[src/rtl/data_type_pkg.sv]
// Shared types for the bfloat16 fpu issue front-end.
// Opcode enum, canonical qNaN and the response entry layout.
package data_type_pkg;

    typedef enum logic [3:0] {
        ADD = 4'd0,
        SUB = 4'd1,
        MUL = 4'd2,
        DIV = 4'd3
    } fpu_op_e;

    localparam logic [15:0] BF16_QNAN = 16'h7FC0;

    typedef struct packed {
        logic [15:0] data;
        logic        dz;
        logic        ovf;
        logic        ill;
    } rsp_entry_t;

    function automatic logic is_illegal_op(input logic [3:0] op);
        return op > 4'(DIV);
    endfunction

endpackage

[src/rtl/fpu_rsp_fifo.sv]
// Synchronous response FIFO; pop-then-push is accepted when full.
// Head data reads as zero while empty.
module fpu_rsp_fifo #(
    parameter int DEPTH = 4,
    parameter int WIDTH = 8
) (
    input  logic             clk_i,
    input  logic             rst_ni,
    input  logic             push_i,
    input  logic [WIDTH-1:0] wdata_i,
    input  logic             pop_i,
    output logic [WIDTH-1:0] rdata_o,
    output logic             full_o,
    output logic             empty_o
);

    localparam int AW = $clog2(DEPTH);

    logic [WIDTH-1:0] r_mem [DEPTH];
    logic [AW-1:0]    r_wr_ptr;
    logic [AW-1:0]    r_rd_ptr;
    logic [AW:0]      r_count;
    logic             w_push;
    logic             w_pop;

    assign empty_o = (r_count == '0);
    assign full_o  = (r_count == (AW+1)'(DEPTH));
    assign w_pop   = pop_i && !empty_o;
    assign w_push  = push_i && (!full_o || w_pop);
    assign rdata_o = empty_o ? '0 : r_mem[r_rd_ptr];

    always_ff @(posedge clk_i) begin
        if (w_push) begin
            r_mem[r_wr_ptr] <= wdata_i;
        end
    end

    always_ff @(posedge clk_i or negedge rst_ni) begin
        if (!rst_ni) begin
            r_wr_ptr <= '0;
            r_rd_ptr <= '0;
            r_count  <= '0;
        end else begin
            if (w_push) r_wr_ptr <= r_wr_ptr + AW'(1);
            if (w_pop)  r_rd_ptr <= r_rd_ptr + AW'(1);
            r_count <= r_count + (AW+1)'(w_push) - (AW+1)'(w_pop);
        end
    end

endmodule

[src/rtl/fpu_issue_ctrl.sv]
// Issue/response front-end around the combinational bf16 fpu.
// Optional sticky flag ports: define FPU_STICKY_FLAGS_EN.
module fpu_issue_ctrl
    import data_type_pkg::*;
#(
    parameter int DEPTH = 4,
    parameter int TAG_W = 4
) (
    input  logic             clk_i,
    input  logic             rst_ni,
`ifdef FPU_STICKY_FLAGS_EN
    input  logic             clr_sticky_i,
    output logic             sticky_dz_o,
    output logic             sticky_ovf_o,
`endif
    input  logic             req_valid_i,
    output logic             req_ready_o,
    input  logic [3:0]       req_op_i,
    input  logic [15:0]      req_in1_i,
    input  logic [15:0]      req_in2_i,
    input  logic [TAG_W-1:0] req_tag_i,
    output logic [3:0]       fpu_op_o,
    output logic [15:0]      fpu_in1_o,
    output logic [15:0]      fpu_in2_o,
    input  logic [15:0]      fpu_out_i,
    input  logic             fpu_div_zero_i,
    input  logic             fpu_overflow_i,
    output logic             rsp_valid_o,
    input  logic             rsp_ready_i,
    output logic [15:0]      rsp_data_o,
    output logic [TAG_W-1:0] rsp_tag_o,
    output logic             rsp_dz_o,
    output logic             rsp_ovf_o,
    output logic             rsp_ill_o
);

    localparam int EW = $bits(rsp_entry_t) + TAG_W;

    logic             r_e_valid;
    logic [3:0]       r_e_op;
    logic [15:0]      r_e_in1;
    logic [15:0]      r_e_in2;
    logic [TAG_W-1:0] r_e_tag;

    logic             w_full;
    logic             w_empty;
    logic             w_pop;
    logic             w_push_ok;
    logic             w_push;
    logic             w_accept;
    rsp_entry_t       w_entry;
    rsp_entry_t       w_head;
    logic [EW-1:0]    w_rdata;

    assign rsp_valid_o = !w_empty;
    assign w_pop       = rsp_valid_o && rsp_ready_i;
    assign w_push_ok   = !w_full || w_pop;
    assign w_push      = r_e_valid && w_push_ok;
    assign req_ready_o = !r_e_valid || w_push_ok;
    assign w_accept    = req_valid_i && req_ready_o;

    assign fpu_op_o  = r_e_valid ? r_e_op  : '0;
    assign fpu_in1_o = r_e_valid ? r_e_in1 : '0;
    assign fpu_in2_o = r_e_valid ? r_e_in2 : '0;

    always_ff @(posedge clk_i or negedge rst_ni) begin
        if (!rst_ni) begin
            r_e_valid <= 1'b0;
            r_e_op    <= '0;
            r_e_in1   <= '0;
            r_e_in2   <= '0;
            r_e_tag   <= '0;
        end else if (w_accept) begin
            r_e_valid <= 1'b1;
            r_e_op    <= req_op_i;
            r_e_in1   <= req_in1_i;
            r_e_in2   <= req_in2_i;
            r_e_tag   <= req_tag_i;
        end else if (w_push) begin
            r_e_valid <= 1'b0;
        end
    end

    // Illegal opcodes never trust the fpu: canonical qNaN, ill only.
    always_comb begin
        w_entry = '{data: fpu_out_i, dz: fpu_div_zero_i,
                    ovf: fpu_overflow_i, ill: 1'b0};
        if (is_illegal_op(r_e_op)) begin
            w_entry = '{data: BF16_QNAN, dz: 1'b0,
                        ovf: 1'b0, ill: 1'b1};
        end
    end

    fpu_rsp_fifo #(
        .DEPTH (DEPTH),
        .WIDTH (EW)
    ) u_fifo (
        .clk_i   (clk_i),
        .rst_ni  (rst_ni),
        .push_i  (w_push),
        .wdata_i ({w_entry, r_e_tag}),
        .pop_i   (rsp_ready_i),
        .rdata_o (w_rdata),
        .full_o  (w_full),
        .empty_o (w_empty)
    );

    assign {w_head, rsp_tag_o} = w_rdata;
    assign rsp_data_o = w_head.data;
    assign rsp_dz_o   = w_head.dz;
    assign rsp_ovf_o  = w_head.ovf;
    assign rsp_ill_o  = w_head.ill;

`ifdef FPU_STICKY_FLAGS_EN
    logic r_sticky_dz;
    logic r_sticky_ovf;

    always_ff @(posedge clk_i or negedge rst_ni) begin
        if (!rst_ni) begin
            r_sticky_dz  <= 1'b0;
            r_sticky_ovf <= 1'b0;
        end else begin
            if (w_push && w_entry.dz)   r_sticky_dz <= 1'b1;
            else if (clr_sticky_i)      r_sticky_dz <= 1'b0;
            if (w_push && w_entry.ovf)  r_sticky_ovf <= 1'b1;
            else if (clr_sticky_i)      r_sticky_ovf <= 1'b0;
        end
    end

    assign sticky_dz_o  = r_sticky_dz;
    assign sticky_ovf_o = r_sticky_ovf;
`endif

endmodule

[config.mk]
export PLATFORM = sky130hd
export DESIGN_NAME = fpu_issue_ctrl
export DESIGN_NICKNAME = d
export VERILOG_FILES = /design/src/rtl/data_type_pkg.sv /design/src/rtl/fpu_rsp_fifo.sv /design/src/rtl/fpu_issue_ctrl.sv
export SDC_FILE = /design/constraint.sdc
export NUM_CORES = 1
export LEC_CHECK = 0
export ABC_AREA = 1
export CORE_MARGIN = 2
export CORE_UTILIZATION = 30
export CTS_CLUSTER_SIZE = 12
export DETAILED_ROUTE_END_ITERATION = 10
export SYNTH_ARGS = -nofsm -noshare
export SYNTH_HDL_FRONTEND = slang
export SYNTH_SLANG_ARGS = --single-unit
[constraint.sdc]
create_clock -name clk_i -period 2.5 [get_ports clk_i]
set_input_delay 0.5 -clock clk_i [delete_from_list [all_inputs] [get_ports clk_i]]
set_output_delay 0.5 -clock clk_i [all_outputs]
set_load 0.02 [all_outputs]
# After elaboration in Yosys (flattened, before gate mapping)
# Memory sizes are Yosys's and may differ from the RTL's.
# Index checks and enable logic that the tools add are counted.
# op_classes
muxes	9
n_addsub	4
n_eq_ne	1
n_reduce_logical	11
order_cmp	1
# ops
op	n
$mux W16	2
$mux W23	1
$mux W19	1
$add A2 B1 Y2 const B	2
$gt A4 B2 Y1 const B	1
$logic_and A1 B1 Y1	4
$mux W1	4
$mux W4	1
$add A3 B1 Y3	1
$eq A3 B3 Y1 const B	1
$logic_not A1 Y1	3
$logic_not A3 Y1	1
$sub A3 B1 Y3	1
$logic_or A1 B1 Y1	2
$reduce_bool A2 Y1	1
# totals
register_bits	48
output_inout_bits	61
mem_count	1
input_bits	62
ramBits	92
# memory_table
name	depth	width	read_ports	rd_ports_with_merged_regs	write_ports	line_no	text
u_fifo.r_mem	4	23	1	0	1	fpu_rsp_fifo.sv:19	logic [WIDTH-1:0] r_mem [DEPTH];

# Logic depth before layout (Yosys ltp)
# depth
word_depth	8
depth_mapped	10
ltp_nobuf	10

# Cells and area by module
# From an unflattened synthesis, not the netlist that was laid out.
# unflattened
hier_cells	705
hier_area_um2	6451.2
# modules_own_cells
module	seq_area_each_um2	instances	area_each_um2	cells_each
fpu_rsp_fifo	2937.8	1	4357.9	419
fpu_issue_ctrl	1026.0	1	2093.3	286

# Worst setup path before layout
# No wires, ideal clock.
# synth_path
path_type	flip-flop to flip-flop
startpoint	reg u_fifo.r_count[1]
endpoint	reg u_fifo.r_count[2]
setup_ns	0.129
arrival_time_ns	2.042
slack_ns	0.329
path_stages_with_launch	11
path_cell_list	dfrtp_1 nor2_2 nand2_1 nand2_1 inv_1 ha_1 inv_1 ha_1 fa_1 xnor2_1 xor2_1
# synth_via
elab_chain_cells	8
elab_cells_between_ends	10
classes_between	add/sub: 2; eq/ne: 1; reduce/logical: 7
# synth_lines
item	line_no	text
from (decl)	fpu_rsp_fifo.sv:22	logic [AW:0] r_count;
from (signal assigned)	fpu_rsp_fifo.sv:46	r_count <= r_count + (AW+1)'(w_push) - (AW+1)'(w_pop);
$logic_not A3 Y1 *	fpu_rsp_fifo.sv:26	assign empty_o = (r_count == '0);
$logic_not A1 Y1 *	fpu_issue_ctrl.sv:55	assign rsp_valid_o = !w_empty;
net rsp_valid_o	fpu_issue_ctrl.sv:28	output logic rsp_valid_o,
$logic_and A1 B1 Y1 *	fpu_rsp_fifo.sv:28, fpu_issue_ctrl.sv:56	
net u_fifo.w_pop	fpu_rsp_fifo.sv:24	logic w_pop;
$logic_or A1 B1 Y1	fpu_rsp_fifo.sv:29	assign w_push = push_i && (!full_o || w_pop);
$logic_and A1 B1 Y1	fpu_issue_ctrl.sv:58	assign w_push = r_e_valid && w_push_ok;
$logic_and A1 B1 Y1	fpu_rsp_fifo.sv:29	
$add A3 B1 Y3	fpu_rsp_fifo.sv:46	
$sub A3 B1 Y3 *	fpu_rsp_fifo.sv:46	
# Mark *: on every way through the listed nets, which the timed path passes. The rest lies on a longest branch.
# A chain may end at the register's enable or synchronous reset.

# Final worst setup path
# layout_path
startpoint	reg u_fifo.r_rd_ptr[0]
endpoint	out rsp_tag_o[3]
# layout_via
elab_chain_cells	2
# layout_lines
item	line_no	text
from (decl)	fpu_rsp_fifo.sv:21	logic [AW-1:0] r_rd_ptr;
from (signal assigned)	fpu_rsp_fifo.sv:45	if (w_pop) r_rd_ptr <= r_rd_ptr + AW'(1);
$mem_v2 Z4 W23	n/a	
$mux W23	fpu_rsp_fifo.sv:30	assign rdata_o = empty_o ? '0 : r_mem[r_rd_ptr];
to (decl)	fpu_issue_ctrl.sv:31	output logic [TAG_W-1:0] rsp_tag_o,
# Every way passes these cells.

==> impl_results.md <==
* Root buffer cell: clkbuf_16
* Final Cycle Share at 96.5%
* Synth Area in Compound Gates at 1.91%
* R2R depth at 10
* N_diodes at 0
* RR Endpoint: u_fifo.r_count[2]
* Gpl congestion at 0.746
* CP required at 2000 ps
* FF/Latch Area at 0.00396 sq mm
* CTS Sinks at 140
* CTS Hold Buffers Added at 0
* Antenna-violating nets left at 0
* Setup skew after layout at 7.80 ps
* Mapped Area at 0.00628 sq mm
* Max FO, Critical Path at 31
* Critical Setup Path Class: reg2out
* WL final at 14.9 mm
* Yosys cell types at 23
* CTS tree: yes
* Crit path capture type: output pin
* Largest family of logic cells by synthesized area: simple AND/OR/NAND/NOR gates
* Final Net Count at 872
* FF-to-FF setup slack at 400 ps
* Pins Over Slew Limit at 0
* Width of the die at 149 microns
* Synth Area in Adders at 1.51%
* Post-synthesis mux area share at 0%
* First-pass GRT wire length at 24.2 mm
* HP Class: in2async
* Core ar. at 0.0204 sq mm
* Unrepaired setup endpoints after global routing: yes
* Clock period minus worst slack at 2410 ps
* Area grow syn2layout at 34.6%
* Startpoint types: flip-flop
* Vias in the first global route at 4714
* Clock buffer depth at 2
* #FFs+latches synth at 140
* Relative slew slack at 44.9%
* Setup_tns at 0 ps
* Post-synthesis simple-gate area fraction at 23.2%
* Die area at 0.0221 sq mm
* H-tree lvl count at 4
* Most frequent cells in the layout: 264 x nand2_1, 106 x inv_1, 98 x clkdlybuf4s50_1
* Xor/xnor cell area share of the yosys netlist at 0.558%
* Global-route usage over all layers at 14.3%
* Mapped Cells at 674
* Crit path max-delay family: buffers and inverters
* Highest clock rate at 0.414 GHz
* Final setup viols at 0
* Worst slew pin tran at 826 ps
* Max VDD drop at 0.000551 V
* Filler cell count at 1973
* Synth Area per Inst at 9.32 sq um
* Core Util, Final at 41.5%
* Grt total ovfl at 0
* Worst Path Arrival at 1910 ps
* Syn nets at 743
* DIE HEIGHT at 149 microns
* Via count at 4627
* Multi-input combinational cell area at 0.00172 sq mm
* Critical path, cell by cell: inv_1 > buf_12 > nand2_1 > nand2_1 > nand2_1 > a21oi_1 > clkdlybuf4s15_1
* Status: complete, no violations
* Pwr Total at 0.00912 W
* Number of max-cap violations at 0
* TritonCTS buffer count at 17
* Critical register-to-register path startpoint: u_fifo.r_count[1]
* Final hold slack at 128 ps
* Initial DRC count at 172
* Post-DP HPWL at 9.28 mm
* Initial DRT Pass Iterations at 4
* Critical path's largest stage delay at 430 ps
* Most used cell, CP: nand2_1
* Vias per cell at 4.26
* Critical Path Slowest Stage Cell: dfrtp_1
* Static leakage at 4.00 nW
* Clock Latency Late Sink at 410 ps
* Hold Fails Final Rpt at 0
* Worst path buffer plus inverter count at 3
* Initial Util at 30.8%
* Num rows at 52
* Clk pin slew, worst setup/hold paths at 60 ps
* Largest net degree at the start of global routing at 43
* Warnings from Yosys at 0
* Most common cell after layout, fill and taps aside: nand2_1
* Ratio of cells with drive above 1 in the final layout at 9.57%
* Drt wl/cell at 13.8 microns
* Sequential-to-total area share from yosys stat at 63.1%
* # DRC at 0
* Initial antenna violation count at 0
* I/O pin total at 123
* Number of I/O port buffers at 122
* Pwr/cell area at 1080 mW/mm^2
-- worst reg2reg max path, stage by stage (launching register included) --
cell	delay, ps
dfrtp_1	420
nor2_2	150
nand2_1	130
nand2_1	110
inv_1	50
ha_1	260
inv_1	40
ha_1	180
fa_1	380
xnor2_1	140
xor2_1	140
-- cell usage after synthesis --
cell type / number / area, sq um
buf_2: 19 / 95.1
nand3_2: 1 / 10.0
dfrtp_1: 48 / 1200
edfxtp_1: 92 / 2760
buf_4: 4 / 30.0
nor2_1: 14 / 52.6
nand2_1: 264 / 991
a21oi_1: 23 / 115
ha_1: 6 / 75.1
or2_2: 9 / 56.3
fa_1: 1 / 20.0
xor2_1: 2 / 17.5
clkbuf_2: 1 / 5.00
o21ai_0: 1 / 5.00
inv_2: 2 / 7.51
nand3_1: 65 / 325
clkbuf_1: 4 / 15.0
nor2_2: 2 / 12.5
inv_1: 106 / 398
buf_6: 4 / 45.0
buf_1: 3 / 11.3
xnor2_1: 2 / 17.5
nand2_4: 1 / 11.3
-- report_power, final --
| part | internal (W) | switching (W) | total (W) |
|---|---|---|---|
| logic | 0.00132 | 0.00217 | 0.00350 |
| registers | 0.00302 | 0.000176 | 0.00319 |
| clock network | 0.00147 | 0.000966 | 0.00243 |
| total | 0.00581 | 0.00332 | 0.00912 |
-- registers in the layout, summed over array words and instances, names as in the netlist --
register and flops:
r_e_valid 1, u_fifo.r_wr_ptr 2, r_e_op 4, u_fifo.r_mem 92
u_fifo.r_rd_ptr 2, r_e_in1 16, r_e_tag 4, u_fifo.r_count 3
r_e_in2 16
-- area by class of cell --
class                      instances  share of cell area [%]
multi-input combinational        391                    20.4
timing repair buffer             145                    17.2
inverter                         108                    4.80
clock inverter                    13                    1.67
sequential                       140                    46.9
tap                              270                    4.00
clock buffer                      18                    5.08
-- layer usage --
metal | track usage, % | share of wire (%) | wire [microns]
met1 | 17.7 | 44 | 6620
met4 | 4.14 | 1.0 | 153
met2 | 23.0 | 46 | 6810
met5 | 0 | 0 | 0
met3 | 5.98 | 9.0 | 1340
-- worst max path at each step --
| stage | start | endpoint | slack, ps | cells past startpoint |
|---|---|---|---|---|
| 5_1_grt | u_fifo.r_rd_ptr[0] | rsp_data_o[9] | -20 | 7 |
| 3_5_place_dp | rsp_ready_i | u_fifo.r_count[2] | 130 | 9 |
| 2_1_floorplan | u_fifo.r_count[1] | u_fifo.r_count[2] | 330 | 10 |
| 6_report | u_fifo.r_rd_ptr[0] | rsp_tag_o[3] | 90 | 7 |
| 3_3_place_gp | rsp_ready_i | u_fifo.r_count[2] | 160 | 9 |
| 4_1_cts | u_fifo.r_rd_ptr[0] | rsp_data_o[13] | 30 | 7 |
-- repair_timing --
action / CTS / global route
endpoints found under the setup margin: 23 / 12
pin swaps: 0 / 0
buffers inserted: 0 / 0
resized for setup: 25 / 16
-- kinds of logic (layout without fill, tap and decap cells) --
group	count (synthesis)	count (layout)
buf+inv	143	284
simple gates	356	356
flops	140	140
fa+ha+maj	7	7
xor+xnor	4	4
compound gates	24	24
-- metrics by stage --
stage,area (sq um),worst slack (ps),std cells
finish,8450,86.9,1085
detailed placement,7920,130,1054
global placement,7920,163,1054
floorplan,6280,329,674
global route,8450,-17.5,1085
CTS,8460,25.3,1085
Power figures use the tool's default switching activity.
